$ cat src/rtl/mem_ctrl_pkg.sv
// mem_ctrl_pkg: shared request record, FSM state and counter width for mem_req_ctrl
package mem_ctrl_pkg;
  localparam int ERR_CNT_W = 8;
  localparam int DEF_ADDR_W = 5;
  localparam int DEF_DATA_W = 8;
  typedef struct packed {
    logic                  wr;
    logic [DEF_ADDR_W-1:0] addr;
    logic [DEF_DATA_W-1:0] wdata;
  } mem_req_t;
  typedef enum logic [1:0] {IDLE, ISSUE, WAIT_RD, RESP} state_t;
endpackage

$ cat src/rtl/mem_req_fifo.sv
// mem_req_fifo: synchronous FIFO of request records with full/empty/occupancy
module mem_req_fifo
  import mem_ctrl_pkg::*;
#(
  parameter type T = mem_req_t,
  parameter int DEPTH = 4,
  localparam int AW = $clog2(DEPTH)
) (
  input  logic        clk,
  input  logic        rst,
  input  logic        push,
  input  logic        pop,
  input  T            din,
  output T            dout,
  output logic        full,
  output logic        empty,
  output logic [AW:0] count
);
  logic [AW-1:0] wr_q, wr_d, rd_q, rd_d;
  logic [AW:0] cnt_q, cnt_d;
  logic do_push, do_pop;
  T mem_q [DEPTH];
  assign full = cnt_q == (AW+1)'(DEPTH);
  assign empty = cnt_q == '0;
  assign count = cnt_q;
  assign dout = mem_q[rd_q];
  always_comb begin
    do_push = push && !full;
    do_pop = pop && !empty;
    wr_d = do_push ? wr_q + 1'b1 : wr_q;
    rd_d = do_pop ? rd_q + 1'b1 : rd_q;
    cnt_d = cnt_q + (AW+1)'(do_push) - (AW+1)'(do_pop);
  end
  always_ff @(posedge clk or posedge rst) begin
    if (rst) begin
      wr_q <= '0;
      rd_q <= '0;
      cnt_q <= '0;
    end else begin
      wr_q <= wr_d;
      rd_q <= rd_d;
      cnt_q <= cnt_d;
    end
  end
  always_ff @(posedge clk) begin
    if (do_push) mem_q[wr_q] <= din;
  end
endmodule

$ cat src/rtl/mem_req_ctrl.sv
// mem_req_ctrl: buffers read/write requests and issues them to memory one at a time,
// returning one in-order response per request
module mem_req_ctrl
  import mem_ctrl_pkg::*;
#(
  parameter int ADDR_W = 5,
  parameter int DATA_W = 8,
  parameter int FIFO_DEPTH = 4,
  parameter int RD_LAT = 1,
  parameter int MAX_ADDR = 2**ADDR_W-1
) (
  input  logic                 clk,
  input  logic                 rst,
  input  logic                 req_valid,
  output logic                 req_ready,
  input  logic                 req_wr,
  input  logic [ADDR_W-1:0]    req_addr,
  input  logic [DATA_W-1:0]    req_wdata,
  output logic                 rsp_valid,
  input  logic                 rsp_ready,
  output logic                 rsp_wr,
  output logic [DATA_W-1:0]    rsp_data,
  output logic                 rsp_err,
  output logic                 mem_en,
  output logic                 mem_wr,
  output logic [ADDR_W-1:0]    mem_addr,
  output logic [DATA_W-1:0]    mem_wdata,
  input  logic [DATA_W-1:0]    mem_rdata,
  output logic                 busy,
  output logic [ERR_CNT_W-1:0] err_count
);
  // request record at this instance's widths
  typedef struct packed {
    logic              wr;
    logic [ADDR_W-1:0] addr;
    logic [DATA_W-1:0] wdata;
  } req_t;
  localparam int CW = $clog2(FIFO_DEPTH) + 1;
  req_t req_in, head;
  logic full, empty, pop;
  logic [CW-1:0] count;
  state_t state_q, state_d;
  logic [1:0] cnt_q, cnt_d;
  logic mem_en_q, mem_en_d, mem_wr_q, mem_wr_d;
  logic [ADDR_W-1:0] mem_addr_q, mem_addr_d;
  logic [DATA_W-1:0] mem_wdata_q, mem_wdata_d, rsp_data_q, rsp_data_d;
  logic rsp_valid_q, rsp_valid_d, rsp_wr_q, rsp_wr_d, rsp_err_q, rsp_err_d;
  logic [ERR_CNT_W-1:0] err_cnt_q, err_cnt_d;
  assign req_in = {req_wr, req_addr, req_wdata};
  mem_req_fifo #(.T(req_t), .DEPTH(FIFO_DEPTH)) u_fifo (
    .clk(clk),
    .rst(rst),
    .push(req_valid && req_ready),
    .pop(pop),
    .din(req_in),
    .dout(head),
    .full(full),
    .empty(empty),
    .count(count)
  );
  assign req_ready = !full;
  assign busy = state_q != IDLE || count != '0;
  assign mem_en = mem_en_q;
  assign mem_wr = mem_wr_q;
  assign mem_addr = mem_addr_q;
  assign mem_wdata = mem_wdata_q;
  assign rsp_valid = rsp_valid_q;
  assign rsp_wr = rsp_wr_q;
  assign rsp_data = rsp_data_q;
  assign rsp_err = rsp_err_q;
  assign err_count = err_cnt_q;
  always_comb begin
    state_d = state_q;
    cnt_d = cnt_q;
    pop = 1'b0;
    mem_en_d = 1'b0;
    mem_wr_d = 1'b0;
    mem_addr_d = '0;
    mem_wdata_d = '0;
    rsp_valid_d = rsp_valid_q;
    rsp_wr_d = rsp_wr_q;
    rsp_data_d = rsp_data_q;
    rsp_err_d = rsp_err_q;
    err_cnt_d = err_cnt_q;
    case (state_q)
      IDLE: if (!empty) begin
        pop = 1'b1;
        rsp_wr_d = head.wr;
        rsp_data_d = '0;
        rsp_err_d = int'(head.addr) > MAX_ADDR;
        state_d = rsp_err_d ? RESP : ISSUE;
        rsp_valid_d = rsp_err_d;
        mem_en_d = !rsp_err_d;
        mem_wr_d = !rsp_err_d && head.wr;
        mem_addr_d = rsp_err_d ? '0 : head.addr;
        mem_wdata_d = rsp_err_d ? '0 : head.wdata;
      end
      ISSUE: begin
        state_d = mem_wr_q ? RESP : WAIT_RD;
        rsp_valid_d = mem_wr_q;
        cnt_d = 2'(RD_LAT - 1);
      end
      WAIT_RD: begin
        state_d = cnt_q == 2'd0 ? RESP : WAIT_RD;
        rsp_valid_d = cnt_q == 2'd0;
        rsp_data_d = cnt_q == 2'd0 ? mem_rdata : rsp_data_q;
        cnt_d = cnt_q - 2'd1;
      end
      default: if (rsp_ready) begin
        state_d = IDLE;
        rsp_valid_d = 1'b0;
        err_cnt_d = rsp_err_q && err_cnt_q != '1 ? err_cnt_q + 1'b1 : err_cnt_q;
      end
    endcase
  end
  always_ff @(posedge clk or posedge rst) begin
    if (rst) begin
      state_q <= IDLE;
      cnt_q <= '0;
      mem_en_q <= 1'b0;
      mem_wr_q <= 1'b0;
      mem_addr_q <= '0;
      mem_wdata_q <= '0;
      rsp_valid_q <= 1'b0;
      rsp_wr_q <= 1'b0;
      rsp_data_q <= '0;
      rsp_err_q <= 1'b0;
      err_cnt_q <= '0;
    end else begin
      state_q <= state_d;
      cnt_q <= cnt_d;
      mem_en_q <= mem_en_d;
      mem_wr_q <= mem_wr_d;
      mem_addr_q <= mem_addr_d;
      mem_wdata_q <= mem_wdata_d;
      rsp_valid_q <= rsp_valid_d;
      rsp_wr_q <= rsp_wr_d;
      rsp_data_q <= rsp_data_d;
      rsp_err_q <= rsp_err_d;
      err_cnt_q <= err_cnt_d;
    end
  end
endmodule
$ cat config.mk
export PLATFORM = sky130hd
export DESIGN_NAME = mem_req_ctrl
export DESIGN_NICKNAME = d
export VERILOG_FILES = /design/src/rtl/mem_ctrl_pkg.sv /design/src/rtl/mem_req_fifo.sv /design/src/rtl/mem_req_ctrl.sv
export SDC_FILE = /design/constraint.sdc
export NUM_CORES = 1
export LEC_CHECK = 0
export ABC_CLOCK_PERIOD_IN_PS = 2400
export BUFFER_PORTS_ARGS = -buffer_cell sky130_fd_sc_hd__clkbuf_2
export CAP_MARGIN = 20
export CORE_UTILIZATION = 40
export CTS_CLUSTER_DIAMETER = 50
export CTS_CLUSTER_SIZE = 30
export DETAILED_ROUTE_END_ITERATION = 10
export PLACE_DENSITY_LB_ADDON = 0.1
export SKIP_CTS_REPAIR_TIMING = 1
export SYNTH_ARGS = -nofsm -noshare
export SYNTH_HDL_FRONTEND = slang
export SYNTH_SLANG_ARGS = --single-unit
$ cat constraint.sdc
create_clock -name clk -period 2.4 [get_ports clk]
set_input_delay 0 -clock clk [delete_from_list [all_inputs] [get_ports clk]]
set_output_delay 0 -clock clk [all_outputs]
set_load 0.005 [all_outputs]
==> impl_metrics.json, run 1 <==
{
  "dieArea_mm2": 0.00964,
  "postRouteAntennaNets": 0,
  "relSlewSlack_pct": 63.8,
  "cp_max_fo": 3,
  "synth_cells": 219,
  "p_int_uw": 3530,
  "dpl.hpwl_mm": 4.00,
  "die_h_um": 98.2,
  "cap_violations": 0,
  "drt-vias-per-instance": 4.79,
  "max_freq_ghz": 0.471,
  "routed-via-count": 2015,
  "crit_type": "flop to flop",
  "synth_area_per_cell_um2": 16.9,
  "hold_path_class": "primary input to flop",
  "globalplace.congestion": 0.703,
  "dieWidth_um": 98.2,
  "switchingPower_uw": 1650,
  "ioPinCount": 62,
  "critPathLaunch": "state_q[0]",
  "cts-buffers-inserted": 9,
  "fp-row-count": 34,
  "r2r_start": "state_q[0]",
  "end_kind": "flop",
  "final_cell_mix": "edfxtp_1, clkbuf_2, dfrtp_1, dlygate4sd3_1, and2_1",
  "wl_mm": 6.37,
  "antenna_found_initial": 0,
  "synthesis.area_mm2": 0.00370,
  "p_sw_share_pct": 31.9,
  "globalRouteTotalUtil_pct": 14.1,
  "cts-root-buf": "clkbuf_8",
  "fin_total_pwr_uw": 5180,
  "grt_first_pass_wirelength_mm": 10.0,
  "grt-ovfl-total": 0,
  "drive_gt1_share_pct": 31.0,
  "clk_pin_slew_ns": 0.10,
  "ys_seq_area_share_pct": 69.8,
  "clk_path_buf_depth": 2,
  "portBuffers": 52,
  "first_iter_violations": 59,
  "power_density_mw_per_mm2": 1140,
  "fin_crit_ns": 2.12,
  "dr.pass1.iters": 9,
  "cts_tree": "yes",
  "rsz0062_at_grt": "false",
  "ys_ff_latch": 92,
  "antenna_cells": 0,
  "htreeDepth": 3,
  "clkSinkCount": 92,
  "wl_per_cell_um": 15.1,
  "grt_pass1_vias": 1932,
  "vdd_drop_max_mv": 0.458,
  "setup_tns_ns": 0,
  "timing.hold.ws_ns": 0.0226,
  "power_frac_seq_pct": 46.5,
  "min_period_over_period_pct": 88.4,
  "finalNetCount": 346,
  "finClkSkew_ns": 0.0111,
  "clock_latency_ns": 0.35,
  "status": "finished with violations",
  "min_from": "rsp_ready",
  "pwr-share-clk_pct": 20.0,
  "final_common_cell": "edfxtp_1",
  "required_ns": 2.64,
  "ys_types": 31,
  "final_hold_viol_count": 0,
  "cp.arrival_ns": 2.36,
  "drc": 1,
  "setup_viol": 0,
  "area_delta_synth_final_pct": 22.3,
  "grt_max_degree": 28,
  "floorplan.core_area_mm2": 0.00885,
  "leakagePower_uw": 0.00188,
  "worst_pin_slew_ns": 0.542,
  "violations": "DRC",
  "combPwrFrac_pct": 33.5,
  "fin_util_pct": 51.1,
  "worstSetupStartpointType": "flop",
  "synth_warnings": 0,
  "slew_violations": 0,
  "start_util_pct": 41.8
}
## power groups by stage
stage | Combinational [µW] | Clock (µW) | Sequential [µW]
2_1_floorplan | 1220 | 0 | 2380
3_5_place_dp | 1750 | 0 | 2450
4_1_cts | 1750 | 1070 | 2420
3_3_place_gp | 1730 | 0 | 2450
5_1_grt | 1970 | 1130 | 2470
6_report | 1740 | 1040 | 2410
## per-stage QoR
step | area [µm²] | cells | setup WS, ns
after detailed placement | 4100 | 382 | 0.285
after CTS | 4300 | 398 | 0.266
after global placement | 4100 | 382 | 0.297
after floorplan | 3730 | 227 | 0.0212
after global routing | 4530 | 421 | 0.114
final | 4530 | 421 | 0.279
## final timing paths
check                      slack, ns         endpoint  cells past startpoint
setup / recovery                0.28  u_fifo.count[2]                     11
hold / removal                  0.02        rsp_valid                      4
setup reg to reg                0.28  u_fifo.count[2]                     11
hold reg to reg                 0.52        rsp_valid                      2
max in group asynchronous       1.47           mem_en                      4
min in group asynchronous       0.20     mem_wdata[4]                      3
## synthesized netlist by cell type
| cell | instances | area share (%) |
|---|---|---|
| inv_1 | 13 | 1.3 |
| o31ai_1 | 9 | 1.8 |
| nor4_2 | 1 | 0.34 |
| buf_6 | 2 | 0.61 |
| a221oi_1 | 1 | 0.24 |
| a21boi_2 | 1 | 0.30 |
| o31ai_2 | 1 | 0.34 |
| mux4_2 | 11 | 6.7 |
| nor4b_2 | 1 | 0.41 |
| o21ai_0 | 11 | 1.5 |
| and2_1 | 17 | 2.9 |
| a21o_1 | 1 | 0.20 |
| dfrtp_1 | 36 | 24 |
| and2_4 | 1 | 0.24 |
| mux2_2 | 2 | 0.61 |
| nor2_1 | 2 | 0.20 |
| or4_1 | 1 | 0.20 |
| mux4_1 | 3 | 2.1 |
| edfxtp_1 | 56 | 45 |
| a22o_1 | 1 | 0.24 |
| xnor2_1 | 5 | 1.2 |
| ha_1 | 11 | 3.7 |
| o22ai_1 | 1 | 0.17 |
| nand2_1 | 12 | 1.2 |
| buf_4 | 10 | 2.0 |
| mux2i_1 | 1 | 0.27 |
| conb_1 | 1 | 0.10 |
| nand3_1 | 1 | 0.14 |
| fa_1 | 1 | 0.54 |
| buf_2 | 3 | 0.41 |
| clkbuf_1 | 2 | 0.20 |
## critical path, stage by stage (launching register included)
cell and delay (ns):
dfrtp_1 0.39, inv_1 0.08, ha_1 0.23, o31ai_2 0.08
inv_1 0.09, ha_1 0.27, inv_1 0.05, ha_1 0.13
inv_1 0.05, fa_1 0.37, xnor2_1 0.15, xnor2_1 0.13
## cells by family after synthesis
kind of cell             Yosys count  share of synthesized area (%)
buffers and inverters             30                           4.56
AND/OR/NAND/NOR                   36                           5.61
XOR/XNOR                           5                           1.18
adder cells (fa/ha/maj)           12                           4.26
multiplexers                      17                           9.70
AO/OA/AOI/OAI                     26                           4.80
other                              1                          0.101
flip-flops                        92                           69.8
## per-layer routing
layer	global-route usage, %	routed length, µm	vias up
li1	-	-	956
met1	17.7	2980	999
met2	23.5	3090	52
met3	2.79	203	8
met4	6.54	91	0
met5	0	0	-
## registers in the layout, summed over array words and instances (netlist names)
name	count
rsp_wr	1
mem_wdata	8
rsp_valid	1
u_fifo.mem_q	56
mem_addr	5
cnt_q	2
mem_wr	1
u_fifo.count	3
mem_en	1
u_fifo.rd_q	2
u_fifo.wr_q	2
state_q	2
rsp_data	8
## area by class of cell
class / count / area (µm²)
well taps: 108 / 135
inverters: 13 / 48.8
fillers: 760 / 4320
multi-input cells: 105 / 980
clock buffers: 9 / 124
flip-flops and latches: 92 / 2580
clock inverters: 7 / 75.1
repair buffers: 87 / 581
(Power assumes the default switching activity.)
==> run 2: changes to the inputs <==
--- a/config.mk
+++ b/config.mk
@@ -12,7 +12,7 @@
 export CTS_CLUSTER_DIAMETER = 50
 export CTS_CLUSTER_SIZE = 30
 export DETAILED_ROUTE_END_ITERATION = 10
-export PLACE_DENSITY_LB_ADDON = 0.1
+export PLACE_DENSITY = 0.64
 export SKIP_CTS_REPAIR_TIMING = 1
 export SYNTH_ARGS = -nofsm -noshare
 export SYNTH_HDL_FRONTEND = slang
==> impl_metrics.json, run 2 (same netlist as run 1, synthesis figures left out) <==
{
  "status": "finished with violations",
  "violations": "DRC",
  "worst_pin_slew_ns": 0.501,
  "grt_pass1_vias": 2053,
  "final_common_cell": "edfxtp_1",
  "start_util_pct": 41.8,
  "grt_first_pass_wirelength_mm": 10.3,
  "fin_crit_ns": 2.20,
  "portBuffers": 52,
  "leakagePower_uw": 0.00191,
  "grt_max_degree": 37,
  "wl_per_cell_um": 15.2,
  "cp.arrival_ns": 2.44,
  "clock_latency_ns": 0.35,
  "dp.cells": 383,
  "first_iter_violations": 87,
  "min_period_over_period_pct": 91.9,
  "required_ns": 2.64,
  "clkSinkCount": 92,
  "dpl.hpwl_mm": 4.23,
  "setup_tns_ns": 0,
  "power_density_mw_per_mm2": 1160,
  "floorplan.core_area_mm2": 0.00885,
  "globalRouteTotalUtil_pct": 14.4,
  "drive_gt1_share_pct": 32.6,
  "crit_path_top_delay_cell": "dfrtp_1",
  "fin_cells": 424,
  "slew_violations": 0,
  "routed-via-count": 2035,
  "post_dp_cell_area_mm2": 0.00410,
  "register_area_mm2": 0.00258,
  "htreeDepth": 3,
  "final_hold_viol_count": 0,
  "dieWidth_um": 98.2,
  "postRouteAntennaNets": 0,
  "die_h_um": 98.2,
  "antenna_found_initial": 0,
  "setup_viol": 0,
  "globalplace.congestion": 0.693,
  "area_delta_synth_final_pct": 23.4,
  "cts-root-buf": "clkbuf_8",
  "crit_type": "flop to flop",
  "path_cells": "o31ai_2 -> inv_1 -> ha_1 -> inv_1 -> ha_1 -> inv_1 -> fa_1 -> xnor2_2 -> xnor2_1",
  "vdd_drop_max_mv": 0.605,
  "drc": 7,
  "drt-vias-per-instance": 4.80,
  "cts_tree": "yes",
  "ioPinCount": 62,
  "rsz0062_at_grt": "false",
  "grt-ovfl-total": 0,
  "slowest_delay_ns": 0.47,
  "largest_reg_flops": 56,
  "top_register": "u_fifo.mem_q",
  "final_area_mm2": 0.00457,
  "finClkSkew_ns": 0.0124,
  "clk_path_buf_depth": 2,
  "crit_path_frequent_cell": "inv_1",
  "finalNetCount": 349,
  "wl_mm": 6.45,
  "cts-buffers-inserted": 9,
  "fp-row-count": 34,
  "relSlewSlack_pct": 66.6,
  "nFillCells": 751,
  "dieArea_mm2": 0.00964,
  "antenna_cells": 0,
  "clk_pin_slew_ns": 0.09,
  "multiInputGateArea_um2": 990,
  "cp_max_fo": 5,
  "dr.pass1.iters": 7,
  "final_cell_mix": "edfxtp_1, clkbuf_2, dfrtp_1, dlygate4sd3_1, and2_1",
  "hold_path_class": "primary input to flop",
  "worstSetupStartpointType": "flop",
  "max_freq_ghz": 0.454,
  "end_kind": "flop",
  "cap_violations": 0
}
run 2: power breakdown:
| group | leakage (µW) | switching, µW | internal, µW |
|---|---|---|---|
| Clock | 0.000104 | 553 | 499 |
| Combinational | 0.000828 | 893 | 935 |
| Sequential | 0.000977 | 241 | 2160 |
| Total | 0.00191 | 1690 | 3600 |
run 2: layout make-up:
type | count | share of cell area (%)
repair buffers | 90 | 13.2
flip-flops and latches | 92 | 56.6
inverters | 13 | 1.07
clock buffers | 9 | 2.71
multi-input cells | 105 | 21.7
well taps | 108 | 2.96
clock inverters | 7 | 1.81
run 2: path summary, 6_finish.rpt:
path                                  from         endpoint  slack, ns  cells past startpoint
min in group asynchronous              rst     mem_wdata[5]       0.28                      4
max in group asynchronous              rst  u_fifo.count[0]       1.77                      4
max reg2reg                u_fifo.count[2]  u_fifo.count[2]       0.20                      9
min                              rsp_ready        rsp_valid       0.01                      4
min reg2reg                         rsp_wr           rsp_wr       0.51                      1
max                        u_fifo.count[2]  u_fifo.count[2]       0.20                      9
run 2: worst max-delay path, delay by kind of cell, from the launching register on:
kind                       cells  cell delay (ns)
AOI/OAI and AO/OA              1             0.32
xor gates and xnor gates       2             0.29
adders and majority gates      3             0.82
buffers and inverters          3             0.20
DFF                            1             0.47
run 2: layer usage:
layer | vias to the layer above | GRT usage (%) | part of all wire [%]
met4 | 0 | 5.17 | 1.8
met3 | 11 | 5.15 | 4.4
met1 | 992 | 16.6 | 42
met5 | - | 0 | 0
met2 | 57 | 24.9 | 51
li1 | 975 | - | -
run 2: metrics by stage:
step	hold WS, ns	util, %	power [µW]	setup WS, ns
2_1_floorplan	0.0989	-	3600	0.0212
4_1_cts	-0.273	48.7	5280	0.128
3_3_place_gp	0.128	46.4	4140	0.240
5_1_grt	0.0204	51.6	5670	0.0540
6_report	0.0128	51.6	5280	0.195
3_5_place_dp	0.131	46.4	4220	0.158
==> run 3: changes to the inputs <==
--- a/config.mk
+++ b/config.mk
@@ -8,11 +8,10 @@
 export ABC_CLOCK_PERIOD_IN_PS = 2400
 export BUFFER_PORTS_ARGS = -buffer_cell sky130_fd_sc_hd__clkbuf_2
 export CAP_MARGIN = 20
-export CORE_UTILIZATION = 40
-export CTS_CLUSTER_DIAMETER = 50
+export CORE_UTILIZATION = 50
 export CTS_CLUSTER_SIZE = 30
 export DETAILED_ROUTE_END_ITERATION = 10
-export PLACE_DENSITY = 0.64
+export PLACE_DENSITY = 0.77
 export SKIP_CTS_REPAIR_TIMING = 1
 export SYNTH_ARGS = -nofsm -noshare
 export SYNTH_HDL_FRONTEND = slang
==> impl_metrics.json, run 3 (same netlist as run 1, synthesis figures left out) <==
{
  "fin_cells": 408,
  "cts_tree": "yes",
  "wl_mm": 6.09,
  "cts-buffers-inserted": 9,
  "combPwrFrac_pct": 34.2,
  "fin_crit_ns": 2.17,
  "fin_util_pct": 64.4,
  "start_util_pct": 53.0,
  "die_h_um": 88.0,
  "leakagePower_uw": 0.00188,
  "floorplan.core_area_mm2": 0.00698,
  "area_delta_synth_final_pct": 21.5,
  "top_register": "u_fifo.mem_q",
  "cp.arrival_ns": 2.42,
  "postRouteAntennaNets": 0,
  "clkSinkCount": 92,
  "max_freq_ghz": 0.461,
  "fp-row-count": 30,
  "setup_tns_ns": 0,
  "power_frac_seq_pct": 46.7,
  "required_ns": 2.65,
  "end_kind": "flop",
  "cp_max_fo": 5,
  "dieArea_mm2": 0.00775,
  "switchingPower_uw": 1670,
  "pwr-share-clk_pct": 19.1,
  "grt-ovfl-total": 0,
  "clk_path_buf_depth": 2,
  "dp.cells": 369,
  "rsz0062_at_grt": "false",
  "antenna_found_initial": 0,
  "grt_first_pass_wirelength_mm": 8.97,
  "final_area_mm2": 0.00450,
  "worstSetupStartpointType": "flop",
  "drive_gt1_share_pct": 31.4,
  "setup_viol": 0,
  "finClkSkew_ns": 0.00928,
  "drc": 0,
  "antenna_cells": 0,
  "hold_path_class": "primary input to flop",
  "cts-root-buf": "clkbuf_8",
  "vdd_drop_max_mv": 0.688,
  "wl_per_cell_um": 14.9,
  "dr.pass1.iters": 4,
  "dieWidth_um": 88.0,
  "status": "finished, final reports clean",
  "p_sw_share_pct": 32.6,
  "grt_max_degree": 37,
  "clk_pin_slew_ns": 0.09,
  "final_common_cell": "edfxtp_1",
  "dpl.hpwl_mm": 3.87,
  "drt-vias-per-instance": 5.02,
  "routed-via-count": 2049,
  "slew_violations": 0,
  "largest_reg_flops": 56,
  "p_int_uw": 3450,
  "worst_pin_slew_ns": 0.530,
  "portBuffers": 52,
  "crit_type": "flop to flop",
  "finalNetCount": 345,
  "grt_pass1_vias": 1876,
  "globalplace.congestion": 0.769,
  "power_density_mw_per_mm2": 1140,
  "nFillCells": 503,
  "relSlewSlack_pct": 64.7,
  "cap_violations": 0,
  "post_dp_cell_area_mm2": 0.00407,
  "globalRouteTotalUtil_pct": 16.4,
  "clock_latency_ns": 0.36,
  "final_cell_mix": "edfxtp_1, clkbuf_2, dfrtp_1, dlygate4sd3_1, and2_1",
  "min_period_over_period_pct": 90.4,
  "ioPinCount": 62,
  "htreeDepth": 3,
  "final_hold_viol_count": 0,
  "first_iter_violations": 75
}
run 3: cell types whose count changed in the layout (fill, tap and decap cells not counted), sizes merged:
cell / before / now
inv: 16 / 18
buf: 15 / 11
clkinvlp: 1 / 0
bufinv: 1 / 0
run 3: critical path: stages, from the launching register on:
cell,delay (ns)
dfrtp_1,0.40
inv_1,0.09
ha_2,0.22
o31ai_2,0.10
inv_1,0.10
ha_1,0.28
inv_1,0.05
ha_1,0.12
inv_1,0.05
fa_1,0.38
xnor2_1,0.15
xnor2_1,0.13
run 3: worst paths after layout:
path / startpoint / cells after the start / end / slack (ns)
max: state_q[0] / 11 / u_fifo.count[2] / 0.23
min: rsp_ready / 4 / rsp_valid / 0.005
max reg2reg: state_q[0] / 11 / u_fifo.count[2] / 0.23
min reg2reg: rsp_wr / 1 / rsp_wr / 0.49
max in group asynchronous: rst / 4 / u_fifo.count[0] / 1.80
min in group asynchronous: rst / 4 / mem_wdata[2] / 0.27
run 3: power groups by stage:
stage	logic [µW]	clock network [µW]	registers (µW)
2_1_floorplan	1220	0	2380
3_3_place_gp	1680	0	2410
3_5_place_dp	1740	0	2420
4_1_cts	1750	1010	2390
5_1_grt	1980	1060	2430
6_report	1750	979	2390
run 3: area by class of cell:
cell class	count	area [µm²]	area share (%)
clock buffers	9	124	2.75
well taps	96	120	2.67
multi-input cells	105	982	21.8
flip-flops and latches	92	2580	57.4
clock inverters	7	66.3	1.47
repair buffers	86	573	12.7
inverters	13	48.8	1.09
run 3: metal layers:
metal / global-route usage, % / vias to the layer above / share of wire, %
met4: 6.60 / 0 / 1.6
met5: 0 / - / 0
met3: 6.13 / 9 / 5.8
met1: 19.0 / 999 / 42
met2: 27.8 / 82 / 51
li1: - / 959 / -
run 3: stage by stage:
| stage | hold WS [ns] | setup WS, ns | total power (µW) |
|---|---|---|---|
| 6_report | 0.00515 | 0.231 | 5120 |
| 5_1_grt | 0.0143 | 0.0605 | 5470 |
| 4_1_cts | -0.285 | 0.156 | 5150 |
| 3_3_place_gp | 0.111 | 0.246 | 4080 |
| 3_5_place_dp | 0.118 | 0.179 | 4170 |
| 2_1_floorplan | 0.0989 | 0.0212 | 3600 |
